$ cat src/rtl/alu_md_if.sv
// alu_md_if -- request/response bundle for the alu_md execution unit.
//
// Request side : in_valid/in_ready handshake carrying src_a, src_b, alu_control.
// Response side: out_valid/out_ready handshake carrying alu_result and zero.
// busy flags an iterative multiply/divide in flight.
//
// master : the requester and consumer (drives requests, takes results).
// slave  : the execution unit itself.
interface alu_md_if #(
  parameter int XLEN = 32
);
  logic            in_valid;
  logic            in_ready;
  logic [XLEN-1:0] src_a;
  logic [XLEN-1:0] src_b;
  logic [4:0]      alu_control;
  logic            out_valid;
  logic            out_ready;
  logic [XLEN-1:0] alu_result;
  logic            zero;
  logic            busy;

  modport master (
    output in_valid, src_a, src_b, alu_control, out_ready,
    input  in_ready, out_valid, alu_result, zero, busy
  );

  modport slave (
    input  in_valid, src_a, src_b, alu_control, out_ready,
    output in_ready, out_valid, alu_result, zero, busy
  );
endinterface

$ cat src/rtl/alu_md.sv
// alu_md -- integer ALU with iterative RISC-V M-extension multiply/divide.
//
// Ports:
//   clk   : sole clock, rising edge.
//   reset : asynchronous active-high reset.
//   bus   : alu_md_if.slave -- request (in_valid/in_ready, src_a, src_b,
//           alu_control), response (out_valid/out_ready, alu_result, zero),
//           and busy status.
//
// Opcodes 0-9 and 18-31 complete in one cycle (result registered at accept).
// Opcodes 10-17 run XLEN radix-2 steps on operand magnitudes; the sign fix-up
// is folded into the last step so the result lands in the same cycle.
module alu_md #(
  parameter int XLEN = 32,
  parameter int SHW  = $clog2(XLEN)
) (
  input logic     clk,
  input logic     reset,
  alu_md_if.slave bus
);
  localparam logic [4:0] OP_ADD = 5'd0,  OP_SUB = 5'd1,  OP_SLT = 5'd2,  OP_SLTU = 5'd3;
  localparam logic [4:0] OP_XOR = 5'd4,  OP_OR  = 5'd5,  OP_AND = 5'd6,  OP_SLL  = 5'd7;
  localparam logic [4:0] OP_SRL = 5'd8,  OP_SRA = 5'd9,  OP_MUL = 5'd10, OP_MULH = 5'd11;
  localparam logic [4:0] OP_MULHSU = 5'd12, OP_MULHU = 5'd13, OP_DIV = 5'd14;
  localparam logic [4:0] OP_DIVU = 5'd15, OP_REM = 5'd16, OP_REMU = 5'd17;
  localparam logic [SHW:0] CNT_LAST = (SHW+1)'(XLEN-1);
  localparam logic [SHW:0] CNT_ONE  = (SHW+1)'(1);

  typedef enum logic [1:0] {S_IDLE, S_BUSY, S_DONE} state_t;

  state_t          state_reg, state_next;
  logic [4:0]      op_reg, op_next;
  logic [XLEN-1:0] hi_reg, hi_next;       // mul: partial product upper half; div: remainder
  logic [XLEN-1:0] lo_reg, lo_next;       // mul: multiplier/product low half; div: dividend/quotient
  logic [XLEN-1:0] b_reg, b_next;         // multiplicand or divisor magnitude
  logic            neg_reg, neg_next;     // negate the selected result at the end
  logic [SHW:0]    count_reg, count_next;
  logic [XLEN-1:0] result_reg, result_next;

  logic            accept;
  logic [SHW-1:0]  shamt;
  logic [XLEN-1:0] single_res;
  logic            is_md, a_signed, b_signed, a_neg, b_neg, neg_in;
  logic [XLEN-1:0] a_mag, b_mag;

  logic [XLEN:0]     mul_sum;
  logic [XLEN-1:0]   mul_hi, mul_lo;
  logic [XLEN:0]     div_shift, div_diff;
  logic [XLEN-1:0]   div_hi, div_lo;
  logic [2*XLEN-1:0] prod, prod_fix;
  logic [XLEN-1:0]   quot_fix, rem_fix, md_res;

  assign bus.in_ready   = (state_reg == S_IDLE) || (state_reg == S_DONE && bus.out_ready);
  assign bus.out_valid  = (state_reg == S_DONE);
  assign bus.busy       = (state_reg == S_BUSY);
  assign bus.alu_result = result_reg;
  assign bus.zero       = (result_reg == '0);
  assign accept         = bus.in_valid && bus.in_ready;

  // Single-cycle datapath, evaluated on the live request operands.
  assign shamt = bus.src_b[SHW-1:0];
  always_comb begin
    single_res = '0;
    case (bus.alu_control)
      OP_ADD:  single_res = bus.src_a + bus.src_b;
      OP_SUB:  single_res = bus.src_a - bus.src_b;
      OP_SLT:  single_res = {{(XLEN-1){1'b0}}, $signed(bus.src_a) < $signed(bus.src_b)};
      OP_SLTU: single_res = {{(XLEN-1){1'b0}}, bus.src_a < bus.src_b};
      OP_XOR:  single_res = bus.src_a ^ bus.src_b;
      OP_OR:   single_res = bus.src_a | bus.src_b;
      OP_AND:  single_res = bus.src_a & bus.src_b;
      OP_SLL:  single_res = bus.src_a << shamt;
      OP_SRL:  single_res = bus.src_a >> shamt;
      OP_SRA:  single_res = $signed(bus.src_a) >>> shamt;
      default: single_res = '0;
    endcase
  end

  // Operand preparation for the iterative unit.
  assign is_md    = (bus.alu_control >= OP_MUL) && (bus.alu_control <= OP_REMU);
  assign a_signed = (bus.alu_control == OP_MUL) || (bus.alu_control == OP_MULH) ||
                    (bus.alu_control == OP_MULHSU) || (bus.alu_control == OP_DIV) ||
                    (bus.alu_control == OP_REM);
  assign b_signed = (bus.alu_control == OP_MUL) || (bus.alu_control == OP_MULH) ||
                    (bus.alu_control == OP_DIV) || (bus.alu_control == OP_REM);
  assign a_neg    = a_signed && bus.src_a[XLEN-1];
  assign b_neg    = b_signed && bus.src_b[XLEN-1];
  assign a_mag    = a_neg ? -bus.src_a : bus.src_a;
  assign b_mag    = b_neg ? -bus.src_b : bus.src_b;

  // Divide-by-zero: the unsigned iteration already yields an all-ones
  // quotient and remainder = |src_a|, so the quotient must not be negated;
  // the remainder keeps the dividend's sign, which restores src_a exactly.
  always_comb begin
    neg_in = 1'b0;
    case (bus.alu_control)
      OP_MUL, OP_MULH, OP_MULHSU: neg_in = a_neg ^ b_neg;
      OP_DIV:                     neg_in = (a_neg ^ b_neg) && (bus.src_b != '0);
      OP_REM:                     neg_in = a_neg;
      default:                    neg_in = 1'b0;
    endcase
  end

  // One shift-add multiply step: conditionally add, then shift {hi,lo} right.
  assign mul_sum = {1'b0, hi_reg} + (lo_reg[0] ? {1'b0, b_reg} : '0);
  assign mul_hi  = mul_sum[XLEN:1];
  assign mul_lo  = {mul_sum[0], lo_reg[XLEN-1:1]};

  // One restoring divide step: shift next dividend bit into the remainder, try subtract.
  assign div_shift = {hi_reg, lo_reg[XLEN-1]};
  assign div_diff  = div_shift - {1'b0, b_reg};
  assign div_hi    = div_diff[XLEN] ? div_shift[XLEN-1:0] : div_diff[XLEN-1:0];
  assign div_lo    = {lo_reg[XLEN-2:0], ~div_diff[XLEN]};

  // Final-step result selection including sign correction.
  assign prod     = {mul_hi, mul_lo};
  assign prod_fix = neg_reg ? -prod : prod;
  assign quot_fix = neg_reg ? -div_lo : div_lo;
  assign rem_fix  = neg_reg ? -div_hi : div_hi;
  always_comb begin
    md_res = rem_fix;
    case (op_reg)
      OP_MUL:                       md_res = prod_fix[XLEN-1:0];
      OP_MULH, OP_MULHSU, OP_MULHU: md_res = prod_fix[2*XLEN-1:XLEN];
      OP_DIV, OP_DIVU:              md_res = quot_fix;
      default:                      md_res = rem_fix;
    endcase
  end

  always_comb begin
    state_next  = state_reg;
    op_next     = op_reg;
    hi_next     = hi_reg;
    lo_next     = lo_reg;
    b_next      = b_reg;
    neg_next    = neg_reg;
    count_next  = count_reg;
    result_next = result_reg;
    case (state_reg)
      S_IDLE, S_DONE: begin
        if (state_reg == S_DONE && bus.out_ready) state_next = S_IDLE;
        if (accept) begin
          op_next    = bus.alu_control;
          count_next = '0;
          if (is_md) begin
            hi_next    = '0;
            lo_next    = a_mag;
            b_next     = b_mag;
            neg_next   = neg_in;
            state_next = S_BUSY;
          end else begin
            result_next = single_res;
            state_next  = S_DONE;
          end
        end
      end
      S_BUSY: begin
        count_next = count_reg + CNT_ONE;
        if (op_reg >= OP_DIV) begin
          hi_next = div_hi;
          lo_next = div_lo;
        end else begin
          hi_next = mul_hi;
          lo_next = mul_lo;
        end
        if (count_reg == CNT_LAST) begin
          count_next  = count_reg;   // hold at the last value rather than wrap
          result_next = md_res;
          state_next  = S_DONE;
        end
      end
      default: state_next = S_IDLE;
    endcase
  end

  always_ff @(posedge clk or posedge reset) begin
    if (reset) begin
      state_reg  <= S_IDLE;
      op_reg     <= '0;
      hi_reg     <= '0;
      lo_reg     <= '0;
      b_reg      <= '0;
      neg_reg    <= 1'b0;
      count_reg  <= '0;
      result_reg <= '0;
    end else begin
      state_reg  <= state_next;
      op_reg     <= op_next;
      hi_reg     <= hi_next;
      lo_reg     <= lo_next;
      b_reg      <= b_next;
      neg_reg    <= neg_next;
      count_reg  <= count_next;
      result_reg <= result_next;
    end
  end
endmodule

$ cat src/flat_wrapper.sv
// flat-port wrapper written by rule: the top's interface ports become plain ports
module alu_md_flat 
#(
  parameter int XLEN = 32,
  parameter int SHW  = $clog2(XLEN)
)
  (clk, reset, bus_in_valid, bus_src_a, bus_src_b, bus_alu_control, bus_out_ready, bus_in_ready, bus_out_valid, bus_alu_result, bus_zero, bus_busy);
  alu_md_if #(.XLEN(XLEN)) bus_i ();
  input logic clk;
  input logic reset;
  input wire logic [$bits(bus_i.in_valid)-1:0] bus_in_valid;
  input wire logic [$bits(bus_i.src_a)-1:0] bus_src_a;
  input wire logic [$bits(bus_i.src_b)-1:0] bus_src_b;
  input wire logic [$bits(bus_i.alu_control)-1:0] bus_alu_control;
  input wire logic [$bits(bus_i.out_ready)-1:0] bus_out_ready;
  output wire logic [$bits(bus_i.in_ready)-1:0] bus_in_ready;
  output wire logic [$bits(bus_i.out_valid)-1:0] bus_out_valid;
  output wire logic [$bits(bus_i.alu_result)-1:0] bus_alu_result;
  output wire logic [$bits(bus_i.zero)-1:0] bus_zero;
  output wire logic [$bits(bus_i.busy)-1:0] bus_busy;
  assign bus_i.in_valid = bus_in_valid;
  assign bus_i.src_a = bus_src_a;
  assign bus_i.src_b = bus_src_b;
  assign bus_i.alu_control = bus_alu_control;
  assign bus_i.out_ready = bus_out_ready;
  assign bus_in_ready = bus_i.in_ready;
  assign bus_out_valid = bus_i.out_valid;
  assign bus_alu_result = bus_i.alu_result;
  assign bus_zero = bus_i.zero;
  assign bus_busy = bus_i.busy;
  alu_md #(.XLEN(XLEN), .SHW(SHW)) u_core (.clk(clk), .reset(reset), .bus(bus_i));
endmodule
$ cat config.mk
export PLATFORM = sky130hd
export DESIGN_NAME = alu_md_flat
export DESIGN_NICKNAME = d
export VERILOG_FILES = /design/src/rtl/alu_md_if.sv /design/src/rtl/alu_md.sv /design/src/flat_wrapper.sv
export SDC_FILE = /design/constraint.sdc
export NUM_CORES = 1
export LEC_CHECK = 0
export ABC_AREA = 1
export CAP_MARGIN = 10
export CORE_AREA = 2 2 330 332
export DETAILED_ROUTE_END_ITERATION = 12
export DIE_AREA = 0 0 332 334
export PLACE_DENSITY_LB_ADDON = 0.25
export SLEW_MARGIN = 20
export SYNTH_ARGS = -nofsm -noshare
export SYNTH_HDL_FRONTEND = slang
export SYNTH_SLANG_ARGS = --single-unit
$ cat constraint.sdc
create_clock -name clk -period 12.75 [get_ports clk]
set_clock_uncertainty 0.2 [all_clocks]
set_input_delay 3.1875 -clock clk [delete_from_list [all_inputs] [get_ports clk]]
set_output_delay 3.1875 -clock clk [all_outputs]
set_load 0.02 [all_outputs]
# Yosys cells after proc, flatten, opt, wreduce, memory -nomap -nowiden
# Cells that the tools add are included.
# W data, S select, Z words.
[word_totals]
ff_bits = 142
input_bits = 73
output_inout_bits = 36
[op_classes]
add_sub_neg = 10
n_lt_le_gt_ge = 5
n_eq_ne = 29
n_shift = 3
muxes = 30
bitwise = 5
n_reduce_logical = 28
[op_table]
columns = ["op", "count"]
rows = [
  ["$mux W32", 15],
  ["$pmux W32 S10", 1],
  ["$pmux W32 S2", 3],
  ["$neg A32 Y32", 4],
  ["$pmux W32 S3", 1],
  ["$lt A32 B32 Y1", 2],
  ["$mux W64", 1],
  ["$neg A64 Y64", 1],
  ["$eq A5 B4 Y1 const B", 12],
  ["$add A32 B33 Y33", 1],
  ["$sub A33 B32 Y33", 1],
  ["$add A32 B32 Y32", 1],
  ["$and A32 B32 Y32", 1],
  ["$logic_not A32 Y1", 1],
  ["$or A32 B32 Y32", 1],
  ["$reduce_bool A32 Y1", 1],
  ["$shl A32 B5 Y32", 1],
  ["$shr A32 B5 Y32", 1],
  ["$sshr A32 B5 Y32", 1],
  ["$sub A32 B32 Y32", 1],
  ["$xor A32 B32 Y32", 1],
  ["$eq A5 B3 Y1 const B", 4],
  ["$mux W6", 2],
  ["$pmux W6 S2", 1],
  ["other kinds (27)", 51],
]

# Longest topological paths before layout
# Gate-level depths: netlist of the first run.
[depth]
ltp_word = 10
depth_mapped = 31
depth_no_buf = 29

# Worst setup path before layout of the first run
# No wires, ideal clock.
[synth_timing]
kind = "input to output"
start = "input bus_out_ready"
end = "output bus_in_ready"
arrival_time_ns = 3.523
t_required_ns = 9.362
slack_ns = 5.839
cell_stages = 2
path_cell_list = "nor2_1 nor2_1"
[synth_between]
elab_chain_len = 2
[synth_rtl]
columns = ["element", "line", "source"]
rows = [
  ["start, declared", "flat_wrapper.sv:15", "input wire logic [$bits(bus_i.out_ready)-1:0] bus_out_ready;"],
  ["$logic_and A1 B1 Y1", "alu_md.sv:53", "assign bus.in_ready = (state_reg == S_IDLE) || (state_reg == S_DONE && bus.out_ready);"],
  ["$logic_or A1 B1 Y1", "alu_md.sv:53", ""],
  ["end, declared", "flat_wrapper.sv:16", "output wire logic [$bits(bus_i.in_ready)-1:0] bus_in_ready;"],
]
# Every way passes these cells.

# Worst setup path in the final report of the first run
[layout_timing]
start = "input bus_alu_control[4]"
end = "register u_core.lo_reg[8]"
[layout_between]
elab_chain_len = 10
[layout_rtl]
columns = ["element", "line", "source"]
rows = [
  ["start, declared", "flat_wrapper.sv:14", "input wire logic [$bits(bus_i.alu_control)-1:0] bus_alu_control;"],
  ["$eq A5 B4 Y1", "alu_md.sv:81", "assign a_signed = (bus.alu_control == OP_MUL) || (bus.alu_control == OP_MULH) ||"],
  ["$logic_or A1 B1 Y1 (2 in series)", "alu_md.sv:81", ""],
  ["$logic_or A1 B1 Y1 (2 in series)", "alu_md.sv:82", "(bus.alu_control == OP_MULHSU) || (bus.alu_control == OP_DIV) ||"],
  ["$logic_and A1 B1 Y1", "alu_md.sv:86", "assign a_neg = a_signed && bus.src_a[XLEN-1];"],
  ["$mux W32", "alu_md.sv:88", "assign a_mag = a_neg ? -bus.src_a : bus.src_a;"],
  ["$mux W32", "alu_md.sv:145", "if (is_md) begin"],
  ["$mux W32", "alu_md.sv:142", "if (accept) begin"],
  ["$pmux W32 S2", "alu_md.sv:139", "case (state_reg)"],
  ["end signal, assigned", "alu_md.sv:190", "lo_reg <= lo_next;"],
  ["end, declared", "alu_md.sv:34", "logic [XLEN-1:0] lo_reg, lo_next;"],
]
# Parallel ways exist; a longest one is shown, timed or not. The select of a mux whose other input is x is not followed.
# A chain may end at the register's enable or synchronous reset.

==> flow_summary.yaml, run 1 <==
power_and_ir_drop:
  seq_power_share_pct: 14.3
  irDropWorstVdd_uv: 167
  powerDensity_nw_per_um2: 253
  clkPwrFrac_pct: 7.5
  p_sw_share_pct: 64.5
  pwr-share-comb_pct: 78.2
  p_switching_w: 0.00469
  p_leak_nw: 13.8
  intPower_w: 0.00258
drt:
  post_drt_wl_per_cell_um: 24.2
  drt-pass1-iter-count: 6
  drc_errors: 0
  avgViaCountPerCell: 5.29
  routed_wl_mm: 147
  drtIter0Drc: 3833
  vias: 32099
  ant_nets: 0
finish:
  drive_gt1_share_pct: 4.65
  fill_cells: 12585
  design_area_sq_um: 28800
  final_nets: 4881
  syn_to_final_growth_pct: 12.5
  regArea_sq_um: 3560
  multi_input_area_sq_um: 19000
worst_setup_path:
  cpMaxStageDelayCell: "buf_4"
  worstPathRequired_ps: 12930
  critPathCaptureType: "flip-flop"
  cp_slowest_stage_delay_ps: 740
  crit_chain: "clkdlybuf4s50_1, inv_2, nand2_1, nor2_1, nor2_2, inv_1, a211oi_1, inv_1, nor2_2, buf_4, clkinv_1, buf_4, nand2_2, buf_4, nand2_1, o22a_1"
  critical_path.max_fanout: 87
  crit_family: "buffers and inverters"
  cp_common_cell: "buf_4"
  startpoint_type: "input pin"
  reg2reg_to: "u_core.bus.alu_result[30]$_DFFE_PP0P_"
  ff2ff_setup_slack_ps: 7340
  reg2reg_from: "u_core.lo_reg[31]$_DFFE_PP0P_"
  path_buf_inv: 8
  worst-setup-path-type: "in -> reg"
  cp.arrival_ps: 8020
  reg2regPathDepth: 25
logic_synthesis:
  synth_area_leader_cell: "nand2_1"
  synthTopCellsByCount: "nand2_1 (1251), inv_1 (606), nor2_1 (508), o21ai_0 (458), a21oi_1 (370)"
  syn-cell-area_sq_um: 25600
  ys_warn_count: 0
  postSynthCellCount: 4635
  synth.most_common_cell: "nand2_1"
  netlist_top_cells_area: "nand2_1 (18%), dfrtp_1 (14%), o21ai_0 (9.0%)"
  synth.net_count: 4879
  synth_top_area_share_pct: 18.3
  ys_ff_latch: 142
  yosysSeqAreaShare_pct: 13.9
  synth_ff_type: "dfrtp_1"
  syn_area_per_cell_sq_um: 5.52
  ys_types: 67
  synth_edf_count: 0
  async_flop_share_pct: 100
timing:
  period_needed_ps: 7840
  finalSetupViolCount: 0
  slew_headroom_pct: 32.2
  hold_viol_final: 0
  min_period_over_period_pct: 61.5
  tightestPinTransition_ps: 1020
  slew_violations: 0
  hold_ws_ps: 291
  fmax_ghz: 0.128
  rsz0062_at_grt: "no"
  tns_ps: 0
cts:
  cts_resized: 0
  tritoncts: "yes"
  cts_hold_buf: 0
  clock-root-buffer: "clkbuf_16"
  cts_setup_buffers: 0
  clock_latency_ps: 490
  clockBufferDepth: 2
  cts_htree_levels: 4
  clk_pin_slew_ps: 60
  clock-sinks: 142
  cts_buffers: 17
hold_path:
  min_to: "u_core.count_reg[4]$_DFFE_PP0P_"
  hold_path_class: "reg -> reg"
  min_from: "u_core.count_reg[4]$_DFFE_PP0P_"
  min_delay_path_depth: 1
grt:
  grt_max_degree: 88
  antenna_found_initial: 13
  grt_usage_pct: 25.8
  overflow: 0
  grt_pass1_wl_mm: 209
  grt_pass1_vias: 29588
placement:
  gp_congestion: 1.01
  dpl_cell_area_sq_um: 28200
  hpwl_mm: 123
  port_buffers: 108
die:
  floorplan.rows: 121
  ios: 109
  die_y_um: 334
  initial_core_util_pct: 23.7
  core_area_sq_um: 108000
  die_w_um: 332
  die-area_sq_um: 111000
run:
  cap_violations: 0
status:
  status: "complete, no violations"
-- how the worst max path moves through the flow --
stage,startpoint,endpoint,slack (ps),depth (start not counted)
2_1_floorplan,reset,u_core.b_reg[0]$_DFFE_PP0P_,5550,1
3_3_place_gp,bus_alu_control[4],u_core.lo_reg[8]$_DFFE_PP0P_,4660,16
3_5_place_dp,bus_alu_control[4],u_core.lo_reg[4]$_DFFE_PP0P_,4620,16
4_1_cts,bus_out_ready,bus_in_ready,4910,4
5_1_grt,bus_alu_control[4],u_core.lo_reg[8]$_DFFE_PP0P_,4690,16
6_report,bus_alu_control[4],u_core.lo_reg[8]$_DFFE_PP0P_,4910,16
-- per-layer routing --
layer / wire, um / global-route usage [%] / part of all wire, %
met1: 64200 / 34.5 / 44
met2: 62600 / 39.4 / 43
met3: 11600 / 4.31 / 7.9
met4: 8510 / 13.6 / 5.8
met5: 95 / 0 / 0.065
-- cell families after synthesis --
kind of cell    share of synthesized area, %
flops                                   13.9
mux                                    0.548
simple gates                            37.8
buf+inv                                 12.2
fa+ha+maj                               8.48
xor+xnor                                2.43
compound gates                          24.7
-- final cells by class --
| cell class | count | area share [%] |
|---|---|---|
| multi-input cells | 3681 | 65.9 |
| flip-flops and latches | 142 | 12.4 |
| inverters | 623 | 8.14 |
| well taps | 1414 | 6.15 |
| repair buffers | 172 | 5.37 |
| clock buffers | 18 | 1.49 |
| clock inverters | 13 | 0.574 |
| diodes | 5 | 0.0435 |
-- cell usage in the layout (no fill, tap or decap), drive strengths merged, types with 5 or more instances in the layout --
master         Yosys  final
nor4              21     21
nand4             51     51
clkbuf           143     18
xor2              61     61
clkdlybuf4s50      0    105
a21boi            19     19
o21a              24     24
nor3              66     66
o31ai             10     10
o211ai            22     22
inv              612    613
or2               44     44
diode              0      5
o2111ai           18     18
a221oi            12     12
o21bai            13     13
nand3b            19     19
o221ai            10     10
a22o               7      7
o21ai            473    473
a2bb2oi            7      7
a21oi            374    374
mux2i             14     14
nand2           1276   1276
o22ai             49     49
buf               46     67
ha               167    167
xnor2             10     10
a31oi             53     53
clkinv            11     16
nand3            292    292
nor2             525    525
dfrtp            142    142
a21o               7      7
a211oi             6      6
-- power by group through the flow --
| stage | sequential [W] | clock, W | combinational (W) |
|---|---|---|---|
| after floorplan | 0.000880 | 0 | 0.00369 |
| after global placement | 0.00103 | 0 | 0.00557 |
| after detailed placement | 0.00103 | 0 | 0.00556 |
| after CTS | 0.00102 | 0.000554 | 0.00560 |
| after global routing | 0.00105 | 0.000567 | 0.00626 |
| final | 0.00104 | 0.000544 | 0.00569 |
-- through the flow --
stage,worst slack [ps],std cells,util (%),power [W]
6_report,4910,6068,26.7,0.00727
3_5_place_dp,4620,6032,26.1,0.00659
2_1_floorplan,5550,4635,-,0.00457
4_1_cts,4910,6063,26.7,0.00717
5_1_grt,4690,6065,26.7,0.00788
3_3_place_gp,4660,6032,26.1,0.00661
Power figures use the tool's default switching activity.
==> run 2, diff against run 1 <==
==> constraint.sdc (replaced) <==
create_clock -name clk -period 7.3 [get_ports clk]
set_clock_uncertainty 0.2 [all_clocks]
set_input_delay 1.825 -clock clk [delete_from_list [all_inputs] [get_ports clk]]
set_output_delay 1.825 -clock clk [all_outputs]
set_load 0.02 [all_outputs]
==> run 2 against run 1 <==
Net effect:
- via count rose by 0.97%
- power up 78%
- largest power group unchanged
- non-clock buffer count increased by 34
- sequential cell count unchanged
- first-iteration DRC count decreased by 1.0%
- critical path type unchanged
==> flow_summary.yaml, run 2 (same netlist as run 1, synthesis figures left out) <==
drt:
  vias: 32410
  drtIter0Drc: 3793
  avgViaCountPerCell: 5.32
  drc_errors: 0
  drt-pass1-iter-count: 8
  post_drt_wl_per_cell_um: 24.6
  routed_wl_mm: 150
  ant_nets: 0
worst_setup_path:
  worstPathRequired_ps: 7470
  critical_path.max_fanout: 6
  cp_slowest_stage_delay_ps: 630
  crit_family: "compound AO/OA/AOI/OAI gates"
  path_buf_inv: 2
  crit_chain: "clkdlybuf4s50_1, ha_1, fa_1, nand2_1, nand3_1, o21a_1, a21boi_0, o21ai_0, buf_4, a21boi_0, o21ai_0, xor2_1, nor2_1, nor3_1, nor2_1, nor2_1, a21boi_1"
  startpoint_type: "input pin"
  crit_cells: 17
  cp_common_cell: "nor2_1"
  reg2reg_from: "u_core.lo_reg[31]$_DFFE_PP0P_"
  cp.arrival_ps: 6130
  cpMaxStageDelayCell: "clkdlybuf4s50_1"
  worst-setup-path-type: "in -> reg"
  reg2regPathDepth: 25
  ff2ff_setup_slack_ps: 1860
  reg2reg_to: "u_core.bus.alu_result[12]$_DFFE_PP0P_"
  critPathCaptureType: "flip-flop"
cts:
  cts_htree_levels: 4
  tritoncts: "yes"
  clk_pin_slew_ps: 60
  cts_buffers: 17
  clock_latency_ps: 510
  clockBufferDepth: 2
  cts_resized: 0
  clock-root-buffer: "clkbuf_16"
  clock-sinks: 142
  cts_hold_buf: 0
  cts_setup_buffers: 0
finish:
  diodes: 0
  layout_commonest_cell: "nand2_1"
  final_cell_mix: "nand2_1 (1249), inv_1 (602), nor2_1 (505)"
  syn_to_final_growth_pct: 13.4
  final_cell_count_no_fill: 6096
  design_area_sq_um: 29000
  drive_gt1_share_pct: 5.30
  final_nets: 4915
grt:
  grt_usage_pct: 26.3
  grt_most_used_layer: "met2"
  antenna_found_initial: 6
  grt_max_degree: 75
  grt_pass1_wl_mm: 214
  overflow: 0
  groute.layer.met2.usage_pct: 40.2
  grt_pass1_vias: 29885
  use_met1_pct: 35.8
  use_met3_pct: 5.04
power_and_ir_drop:
  pwr-share-comb_pct: 78.8
  p_switching_w: 0.00839
  powerDensity_nw_per_um2: 446
  irDropWorstVdd_uv: 234
  clkPwrFrac_pct: 7.4
  p_leak_nw: 14.0
  seq_power_share_pct: 13.9
  intPower_w: 0.00455
  p_sw_share_pct: 64.9
die:
  initial_core_util_pct: 23.7
  floorplan.rows: 121
  die_w_um: 332
  die-area_sq_um: 111000
  core_area_sq_um: 108000
  ios: 109
  die_y_um: 334
timing:
  hold_viol_final: 0
  period_needed_ps: 5960
  min_period_over_period_pct: 81.7
  slew_violations: 0
  tightestPinTransition_ps: 962
  hold_ws_ps: 298
  tns_ps: 0
  slew_headroom_pct: 35.5
  fmax_ghz: 0.168
  finalSetupViolCount: 0
  rsz0062_at_grt: "no"
placement:
  dp_cells: 6066
  port_buffers: 108
  dpl_cell_area_sq_um: 28400
  gp_congestion: 1.02
  hpwl_mm: 124
hold_path:
  min_from: "u_core.count_reg[1]$_DFFE_PP0P_"
  min_delay_path_depth: 2
  hold_path_class: "reg -> reg"
  min_to: "u_core.count_reg[1]$_DFFE_PP0P_"
run:
  cap_violations: 0
status:
  status: "complete, no violations"
## run 2: cell count changes in the layout (fill, tap and decap cells not counted)
cell | previous run | this run
a2111oi_0 | 3 | 4
a2111oi_2 | 1 | 0
buf_12 | 0 | 1
buf_4 | 64 | 97
clkbuf_8 | 0 | 2
clkinv_4 | 2 | 1
clkinvlp_4 | 4 | 3
diode_2 | 5 | 0
inv_6 | 3 | 2
o21ai_0 | 458 | 456
o21ai_1 | 11 | 13
## run 2: how the worst max path moves through the flow
stage                                   from                                     to  slack (ps)
after floorplan                        reset            u_core.b_reg[0]$_DFFE_PP0P_        1470
after global placement    bus_alu_control[1]          u_core.lo_reg[18]$_DFFE_PP0P_         710
after detailed placement        bus_src_a[0]  u_core.bus.alu_result[20]$_DFFE_PP0P_        1060
after CTS                       bus_src_a[0]  u_core.bus.alu_result[20]$_DFFE_PP0P_        1570
after global routing            bus_src_a[0]  u_core.bus.alu_result[20]$_DFFE_PP0P_        1190
final                           bus_src_a[0]  u_core.bus.alu_result[20]$_DFFE_PP0P_        1340
## run 2: routing by layer
metal | vias to the layer above | part of all wire [%]
met5 | - | 0.042
met4 | 10 | 4.8
met3 | 254 | 8.3
met2 | 1522 | 43
met1 | 15266 | 44
li1 | 15358 | -
## run 2: tightest hold or removal path, stage by stage, from the launching register on
cell and delay [ps]:
dfrtp_1 360, nand2_1 60, nand2_1 50
## run 2: stage by stage
step	worst slack [ps]	total power, W	utilization [%]
floorplan	1470	0.00799	-
global placement	709	0.0117	26.4
detailed placement	1060	0.0117	26.4
CTS	1570	0.0127	26.9
global route	1190	0.0140	26.9
finish	1340	0.0129	26.9
## run 2: final cells by class
cell class	count	area (sq um)
clock buffers	20	457
clock inverters	10	140
fillers	12627	78800
inverters	623	2340
multi-input cells	3681	19000
flip-flops and latches	142	3560
well taps	1414	1770
repair buffers	206	1810
## run 2: power by group through the flow
stage	combinational (W)	clock (W)	sequential, W
6_report	0.0102	0.000951	0.00179
2_1_floorplan	0.00645	0	0.00154
3_3_place_gp	0.00993	0	0.00178
3_5_place_dp	0.00990	0	0.00177
5_1_grt	0.0112	0.000995	0.00182
4_1_cts	0.00996	0.000963	0.00177
